$ cat config.mk
export PLATFORM = sky130hd
export DESIGN_NAME = pwm_sequencer
export DESIGN_NICKNAME = d
export VERILOG_FILES = /design/src/rtl/pwm_pkg.sv /design/src/rtl/pwm_compare_ch.sv /design/src/rtl/pwm_sequencer.sv
export SDC_FILE = /design/constraint.sdc
export NUM_CORES = 1
export LEC_CHECK = 0
export CORE_AREA = 2 2 215 217
export CTS_CLUSTER_DIAMETER = 120
export CTS_CLUSTER_SIZE = 14
export DETAILED_ROUTE_END_ITERATION = 10
export DIE_AREA = 0 0 217 219
export GPL_ROUTABILITY_DRIVEN = 1
export PLACE_DENSITY = 0.6
export SYNTH_ARGS = -nofsm -noshare
export SYNTH_HDL_FRONTEND = slang
export SYNTH_SLANG_ARGS = --single-unit
$ cat constraint.sdc
create_clock -name in_10MHz -period 6.9 [get_ports in_10MHz]
set_input_delay 1.725 -clock in_10MHz [delete_from_list [all_inputs] [get_ports in_10MHz]]
set_output_delay 1.725 -clock in_10MHz [all_outputs]
set_load 0.02 [all_outputs]
$ cat src/rtl/pwm_pkg.sv
// Shared constants for the PWM sequencer: widths, reset timing, cfg address map, FSM encoding.
// Pure declarations, no logic.
package pwm_pkg;

  localparam int CNT_W = 32;

  localparam logic [CNT_W-1:0] DEF_PERIOD = 32'd10000;
  localparam logic [CNT_W-1:0] DEF_DUTY   = 32'd5000;
  localparam logic [CNT_W-1:0] MIN_PERIOD = 32'd2;

  localparam int ADDR_PERIOD = 0;
  localparam int ADDR_DUTY0  = 1;

  localparam logic [1:0] S_STOP        = 2'd0;
  localparam logic [1:0] S_RUN         = 2'd1;
  localparam logic [1:0] S_WAIT_COMMIT = 2'd2;

  // A one-clock period would leave no room for a low phase, so the floor is two.
  function automatic logic [CNT_W-1:0] clamp_period(input logic [CNT_W-1:0] p);
    return (p < MIN_PERIOD) ? MIN_PERIOD : p;
  endfunction

endpackage

$ cat src/rtl/pwm_compare_ch.sv
// One PWM channel: registered compare of the shared counter against this channel's active duty.
// One clock latency from cnt; no backpressure.
module pwm_compare_ch
  import pwm_pkg::*;
(
  input  logic             clk,
  input  logic             rst_n,
  input  logic [CNT_W-1:0] duty_act,
  input  logic [CNT_W-1:0] cnt,
  input  logic             running,
  output logic             pwm
);

  // duty==0 never matches and duty>=period always matches, so both extremes fall out of one compare.
  always_ff @(posedge clk or negedge rst_n) begin
    if (!rst_n) begin
      pwm <= 1'b0;
    end else begin
      pwm <= running && (cnt < duty_act);
    end
  end

endmodule

$ cat src/rtl/pwm_sequencer.sv
// Multi-channel PWM with shared period counter and shadow/active config banks swapped at period wrap.
// Outputs lag cnt by one clock; cfg_ready drops while a commit is pending.
module pwm_sequencer
  import pwm_pkg::*;
#(
  parameter int N_CH   = 4,
  parameter int ADDR_W = $clog2(N_CH + 1)
) (
  input  logic              in_10MHz,
  input  logic              RESET_n,
  input  logic              enable,
  input  logic              cfg_valid,
  output logic              cfg_ready,
  input  logic [ADDR_W-1:0] cfg_addr,
  input  logic [CNT_W-1:0]  cfg_data,
  input  logic              cfg_commit,
  output logic              period_start,
  output logic              busy,
  output logic [N_CH-1:0]   PWM_out
);

  logic [1:0]                 state;
  logic [1:0]                 state_nxt;
  logic [CNT_W-1:0]           cnt;
  logic [CNT_W-1:0]           period_sh;
  logic [CNT_W-1:0]           period_act;
  logic [N_CH-1:0][CNT_W-1:0] duty_sh;
  logic [N_CH-1:0][CNT_W-1:0] duty_act;
  logic                       wr_acc;
  logic                       commit_acc;
  logic                       running;
  logic                       wrap;
  logic                       transfer;
  logic                       out_en;

  assign cfg_ready    = ~busy;
  assign wr_acc       = cfg_valid && cfg_ready;
  assign commit_acc   = cfg_commit && cfg_ready;
  assign running      = (state != S_STOP);
  assign wrap         = running && (cnt == period_act - CNT_W'(1));
  // Banks only swap at a wrap or while stopped, so cnt can never sit above a shrunken period.
  assign transfer     = busy && ((state == S_STOP) || wrap);
  assign period_start = running && (cnt == '0);
  // Gating with enable makes outputs drop on the same edge the FSM enters STOP.
  assign out_en       = running && enable;

  always_comb begin
    state_nxt = state;
    if (!enable) begin
      state_nxt = S_STOP;
    end else begin
      case (state)
        S_STOP:        state_nxt = commit_acc ? S_WAIT_COMMIT : S_RUN;
        S_RUN:         state_nxt = commit_acc ? S_WAIT_COMMIT : S_RUN;
        S_WAIT_COMMIT: state_nxt = transfer ? S_RUN : S_WAIT_COMMIT;
        default:       state_nxt = S_STOP;
      endcase
    end
  end

  always_ff @(posedge in_10MHz or negedge RESET_n) begin
    if (!RESET_n) begin
      state <= S_STOP;
    end else begin
      state <= state_nxt;
    end
  end

  always_ff @(posedge in_10MHz or negedge RESET_n) begin
    if (!RESET_n) begin
      cnt <= '0;
    end else if (!running || !enable || wrap) begin
      cnt <= '0;
    end else begin
      cnt <= cnt + CNT_W'(1);
    end
  end

  always_ff @(posedge in_10MHz or negedge RESET_n) begin
    if (!RESET_n) begin
      busy <= 1'b0;
    end else if (commit_acc) begin
      busy <= 1'b1;
    end else if (transfer) begin
      busy <= 1'b0;
    end
  end

  // Writes are blocked while busy, so the shadow bank is stable for the whole pending window.
  always_ff @(posedge in_10MHz or negedge RESET_n) begin
    if (!RESET_n) begin
      period_sh <= DEF_PERIOD;
      duty_sh   <= {N_CH{DEF_DUTY}};
    end else if (wr_acc) begin
      if (cfg_addr == ADDR_W'(ADDR_PERIOD)) begin
        period_sh <= clamp_period(cfg_data);
      end
      for (int k = 0; k < N_CH; k++) begin
        if (cfg_addr == ADDR_W'(ADDR_DUTY0 + k)) begin
          duty_sh[k] <= cfg_data;
        end
      end
    end
  end

  always_ff @(posedge in_10MHz or negedge RESET_n) begin
    if (!RESET_n) begin
      period_act <= DEF_PERIOD;
      duty_act   <= {N_CH{DEF_DUTY}};
    end else if (transfer) begin
      period_act <= period_sh;
      duty_act   <= duty_sh;
    end
  end

  for (genvar g = 0; g < N_CH; g++) begin : g_ch
    pwm_compare_ch u_ch (
      .clk      (in_10MHz),
      .rst_n    (RESET_n),
      .duty_act (duty_act[g]),
      .cnt      (cnt),
      .running  (out_en),
      .pwm      (PWM_out[g])
    );
  end

endmodule

## After elaboration in Yosys (flattened, before gate mapping)

Cells that the tools add are included.
W data, S select, Z words.

- $mul: 0
- $add $sub $neg: 2
- Multiplexer cells: 8
- Bitwise logic cells: 1
- Shifts and indexed selects: 0
- $lt $le $gt $ge: 5
- Div/mod/pow operators: 0
- Reduce and logical (&&, ||, !) cells: 26
- Equal/unequal tests: 7

Operators with widths:

| cell | count |
|---|---|
| $lt A32 B32 Y1 | 4 |
| $mux W32 | 2 |
| $add A32 B1 Y32 const B | 1 |
| $eq A32 B32 Y1 | 1 |
| $logic_not A32 Y1 | 1 |
| $lt A32 B2 Y1 const B | 1 |
| $sub A32 B1 Y32 const B | 1 |
| $logic_and A1 B1 Y1 | 10 |
| $reduce_and A2 Y1 | 5 |
| $eq A3 B2 Y1 const B | 2 |
| $mux W2 | 3 |
| $pmux W2 S2 | 1 |
| $reduce_bool A2 Y1 | 2 |
| $eq A3 B1 Y1 const B | 1 |
| $eq A3 B3 Y1 const B | 1 |
| $logic_not A3 Y1 | 1 |
| $logic_or A1 B1 Y1 | 3 |
| $eq A2 B1 Y1 const B | 1 |
| $eq A2 B2 Y1 const B | 1 |
| $logic_not A1 Y1 | 2 |
| $logic_not A2 Y1 | 1 |
| $mux W1 | 2 |
| $reduce_or A2 Y1 | 1 |
| $not A1 Y1 | 1 |

- Flip-flop bits (word level): 359
- Bits in latches: 0
- Output and inout bits: 7
- RAM bits: 0
- Memory bits (read-only): 0
- Memories: 0

## Logic depth before layout (Yosys ltp)

- Word-level depth: 8
- Gate-level depth with buffers: 12

## By module

From an unflattened synthesis, not the netlist that was laid out.

- Cell total of the unflattened synthesis: 2333
- Area total of the unflattened synthesis: 23104.7 µm²

By module, submodules not included:

| module | cells each | area an instance (µm²) | instances | seq. area each (µm²) |
|---|---|---|---|---|
| pwm_sequencer | 1889 | 19861.5 | 1 | 8946.1 |
| pwm_compare_ch | 111 | 810.8 | 4 | 25.0 |

## Worst setup path before layout

OpenSTA, ideal clock, no wires.

- Path type: register to register
- Start: reg period_act[2]
- End: reg period_act[11]
- Buffers on the path: 3
- Period minus slack after synthesis: 3.525 ns
- Setup slack: 3.375 ns
- Setup time: 0.128 ns
- Data required time: 6.772 ns
- Data arrival time: 3.398 ns
- Cell stages (with the launch flop): 11
- Path through: dfrtp_1 -> clkbuf_1 -> or4_1 -> clkbuf_1 -> or4_1 -> a2111oi_0 -> o21ai_1 -> a211o_1 -> o41ai_4 -> buf_2 -> mux2_1

- Cells in the longest elaborated chain, start to end: 5

RTL lines:

| what | RTL line | source |
|---|---|---|
| start, declared | pwm_sequencer.sv:26 | `logic [CNT_W-1:0] period_act;` |
| start signal, assigned | pwm_sequencer.sv:111 | `period_act <= period_sh;` |
| $sub A32 B1 Y32 | pwm_sequencer.sv:40 | `assign wrap = running && (cnt == period_act - CNT_W'(1));` |
| $eq A32 B32 Y1 | pwm_sequencer.sv:40 |  |
| $logic_and A1 B1 Y1 | pwm_sequencer.sv:40 |  |
| $logic_or A1 B1 Y1 | pwm_sequencer.sv:42 | `assign transfer = busy && ((state == S_STOP) \|\| wrap);` |
| $logic_and A1 B1 Y1 | pwm_sequencer.sv:42 |  |

No other way between the ends.
A chain may end at the register's enable or synchronous reset.

## Worst setup path in the final report

- Start: reg cnt[1]
- End: out period_start

- Cells in the longest elaborated chain, start to end: 2

RTL lines:

| what | RTL line | source |
|---|---|---|
| start, declared | pwm_sequencer.sv:24 | `logic [CNT_W-1:0] cnt;` |
| start signal, assigned | pwm_sequencer.sv:75 | `cnt <= cnt + CNT_W'(1);` |
| $logic_not A32 Y1 | pwm_sequencer.sv:43 | `assign period_start = running && (cnt == '0);` |
| $logic_and A1 B1 Y1 | pwm_sequencer.sv:43 |  |
| end, declared | pwm_sequencer.sv:17 | `output logic period_start,` |

No other way between the ends.

==> metrics <==
status complete, no violations; post-CTS resize count 0; vias in the first global route 11900; Yosys warnings 0; Post-Syn Instances between 1500 and 2000; DRC Markers 0; die width 217 um; RSZ-0062 raised after global routing false; DRT iter0 DRCs approximately 730; Tcrit/Tclk final between 70% and 80%; cts hold-fix bufs 0; PortBufs 46; clock sink count 359; WP buf/inv 2; Clock Skew ~0.017 ns; Clock Latency Late Sink about 0.58 ns; Layout area overhead 10.1%; Vias/cell 5.24; gp weighted congestion between 0.8 and 0.9; global-route wire length before repair 67.7 mm; Crit Path Max Fanout 8; Crit path max-delay family simple AND/OR/NAND/NOR gates; area of the multi-input gates 0.00798 mm^2; Syn Area/Cell around 11 um^2; Mapped Nets between 1500 and 2000; detailed-router iteration count before antenna repair 5; Avg WL per Cell 18.3 um; Distinct cells, synth 57; clock transition at the registers of the reported paths ~0.070 ns; Worst-Margin Slew 1.34 ns; CTS buffer count 29; Post-CTS Repair Setup Buffers 0; Post-synth EDFFs 0; layout cell share with drive strength beyond 1 between 10% and 20%; initial core utilization 39.6%; Peak VDD IR between 200 and 250 uV; initial antenna violation count 0; critical path cell sequence inv_1 > ha_1 > nor4b_1 > nand4_1 > nor4_1 > clkdlybuf4s50_1; area leader, netlist dfrtp_1; Post-DP HPWL between 20 and 30 mm; via count ~12000; GRT Total Usage between 10% and 20%; final setup fails 0; register area share after synthesis between 50% and 60%; ys flop type dfrtp_1; Max clock buf depth 3; CP max-delay cell clkdlybuf4s50_1; largest net degree at the start of global routing 157; total power between 7 and 8 mW; Yosys reg bits approximately 360; DRT antenna net count 0; Post-Route WL approximately 41 mm; normalized max-slew margin roughly a tenth; FF/Latch Area between 0.009 and 0.01 mm^2; ys async rst share between 90% and 100%; final cell count without fillers between 2000 and 2500; Critical Path Source Type flip-flop; CTS tree built; grt ovf 0; placed cells around 2200; WP data arrival 3.41 ns; Hold Crit Class flip-flop to flip-flop; Pleak roughly 8.9 nW; Hold Fails Final Rpt 0; post-synthesis cell area approximately 0.018 mm^2; crit path kind flip-flop to primary output; commonest non-fill, non-tap cells in the layout dfrtp_1 (309), mux2_2 (159), nand2_1 (153); Root Buffer clkbuf_16; Req. time, crit path slightly above 5 ns; Die Ht ~220 um; Pins Over Slew Limit 0; CORE AREA ~0.045 mm^2; H-Tree Depth 1; Largest stage delay, worst path approximately 0.74 ns; I/O pin count 47; commonest non-fill, non-tap cell in the layout dfrtp_1; DIE AREA approximately 0.048 mm^2; max cap viols 0; Total Neg Setup Slack 0 ns; std cell rows 78; f_max 195 MHz; PwrDens 369 mW/mm^2; crit path time final around 5.1 ns; share of the synthesized area in the top cell type a little over two fifths; # diodes 0; final core utilization between 40% and 50%; Fillers roughly 4300; # nets final approximately 1800; critical path capture point type primary output; Synth area leaders dfrtp_1 (43%), mux2_2 (10%), ha_1 (8.9%), dfstp_2 (7.4%), o21ai_1 (3.4%)
[worst min-delay path, cell delays in order (launching register included)]
cell	delay [ns]
dfstp_2	0.37
nand2_1	0.04
o21ai_1	0.05
[worst paths after layout]
path | startpoint | endpoint | slack, ns | cells after the start
setup / recovery | cnt[1] | period_start | 1.77 | 6
hold / removal | duty_sh[39] | duty_act[39] | 0.46 | 2
setup reg to reg | period_act[5] | cnt[23] | 2.56 | 8
hold reg to reg | duty_sh[39] | duty_act[39] | 0.46 | 2
max in group asynchronous | RESET_n | duty_sh[56] | 4.40 | 2
min in group asynchronous | RESET_n | duty_sh[102] | 1.20 | 1
[metal layers]
| metal | wire, um | global-route usage [%] | vias up |
|---|---|---|---|
| met1 | 20300 | 25.8 | 5952 |
| met3 | 1350 | 2.09 | 45 |
| met5 | 0 | 0 | - |
| met2 | 18900 | 28.8 | 148 |
| li1 | - | - | 5722 |
| met4 | 804 | 4.52 | 0 |
[kinds of logic after synthesis]
group                    after synthesis  share of synthesized area [%]
multiplexers                         190                           12.0
buffers and inverters                214                           4.79
adder cells (fa/ha/maj)              128                           8.95
AO/OA/AOI/OAI                        281                           9.50
AND/OR/NAND/NOR                      400                           10.8
flip-flops                           359                           50.6
XOR/XNOR                              68                           3.33
[registers in the layout, indices dropped and copies added (netlist names)]
register / count
duty_sh: 128
period_act: 32
busy: 1
state: 2
duty_act: 128
g_ch.u_ch.pwm: 4
cnt: 32
period_sh: 32
[through the flow]
step                      cell area, um^2  worst slack (ns)  hold WS (ns)
final                               19700              1.77         0.459
after global routing                19700              1.69         0.475
after CTS                           19700              1.88         0.461
after detailed placement            18900              2.14         0.453
after global placement              18900              2.20         0.449
after floorplan                     17900              3.37         0.443
[synthesized netlist by cell type, types with 4 or more instances]
cell type	number
clkbuf_1	35
xor2_1	27
nor4_1	27
a31oi_1	4
nand2b_1	7
dfstp_2	50
xnor2_1	41
or4_1	16
o21ai_0	29
nor2_1	70
inv_1	142
mux2_1	28
dfrtp_1	309
buf_4	4
or2_2	8
nor3_1	19
a21oi_1	32
o21ai_1	123
mux2_2	159
a2111oi_0	5
a21o_1	40
nand4_1	27
buf_2	30
or3_1	5
and3_1	8
o211ai_1	11
nand3_1	28
ha_1	127
and4_1	5
a211oi_1	11
a41oi_1	4
nor2b_1	12
nand2_1	154
[power breakdown]
part / total (mW) / leakage (nW) / switching [mW] / internal [mW]
combinational: 2.28 / 4.08 / 1.23 / 1.05
sequential: 3.46 / 4.41 / 0.435 / 3.02
clock: 1.52 / 0.381 / 0.748 / 0.768
[final cells by class]
type | count | share of cell area [%]
multi-input combinational | 1067 | 40.6
inverter | 142 | 2.71
sequential | 359 | 46.0
timing repair buffer | 53 | 2.89
tap | 600 | 3.82
clock inverter | 2 | 0.0764
clock buffer | 41 | 3.92
No activity file was read; power rests on OpenSTA's default activity.
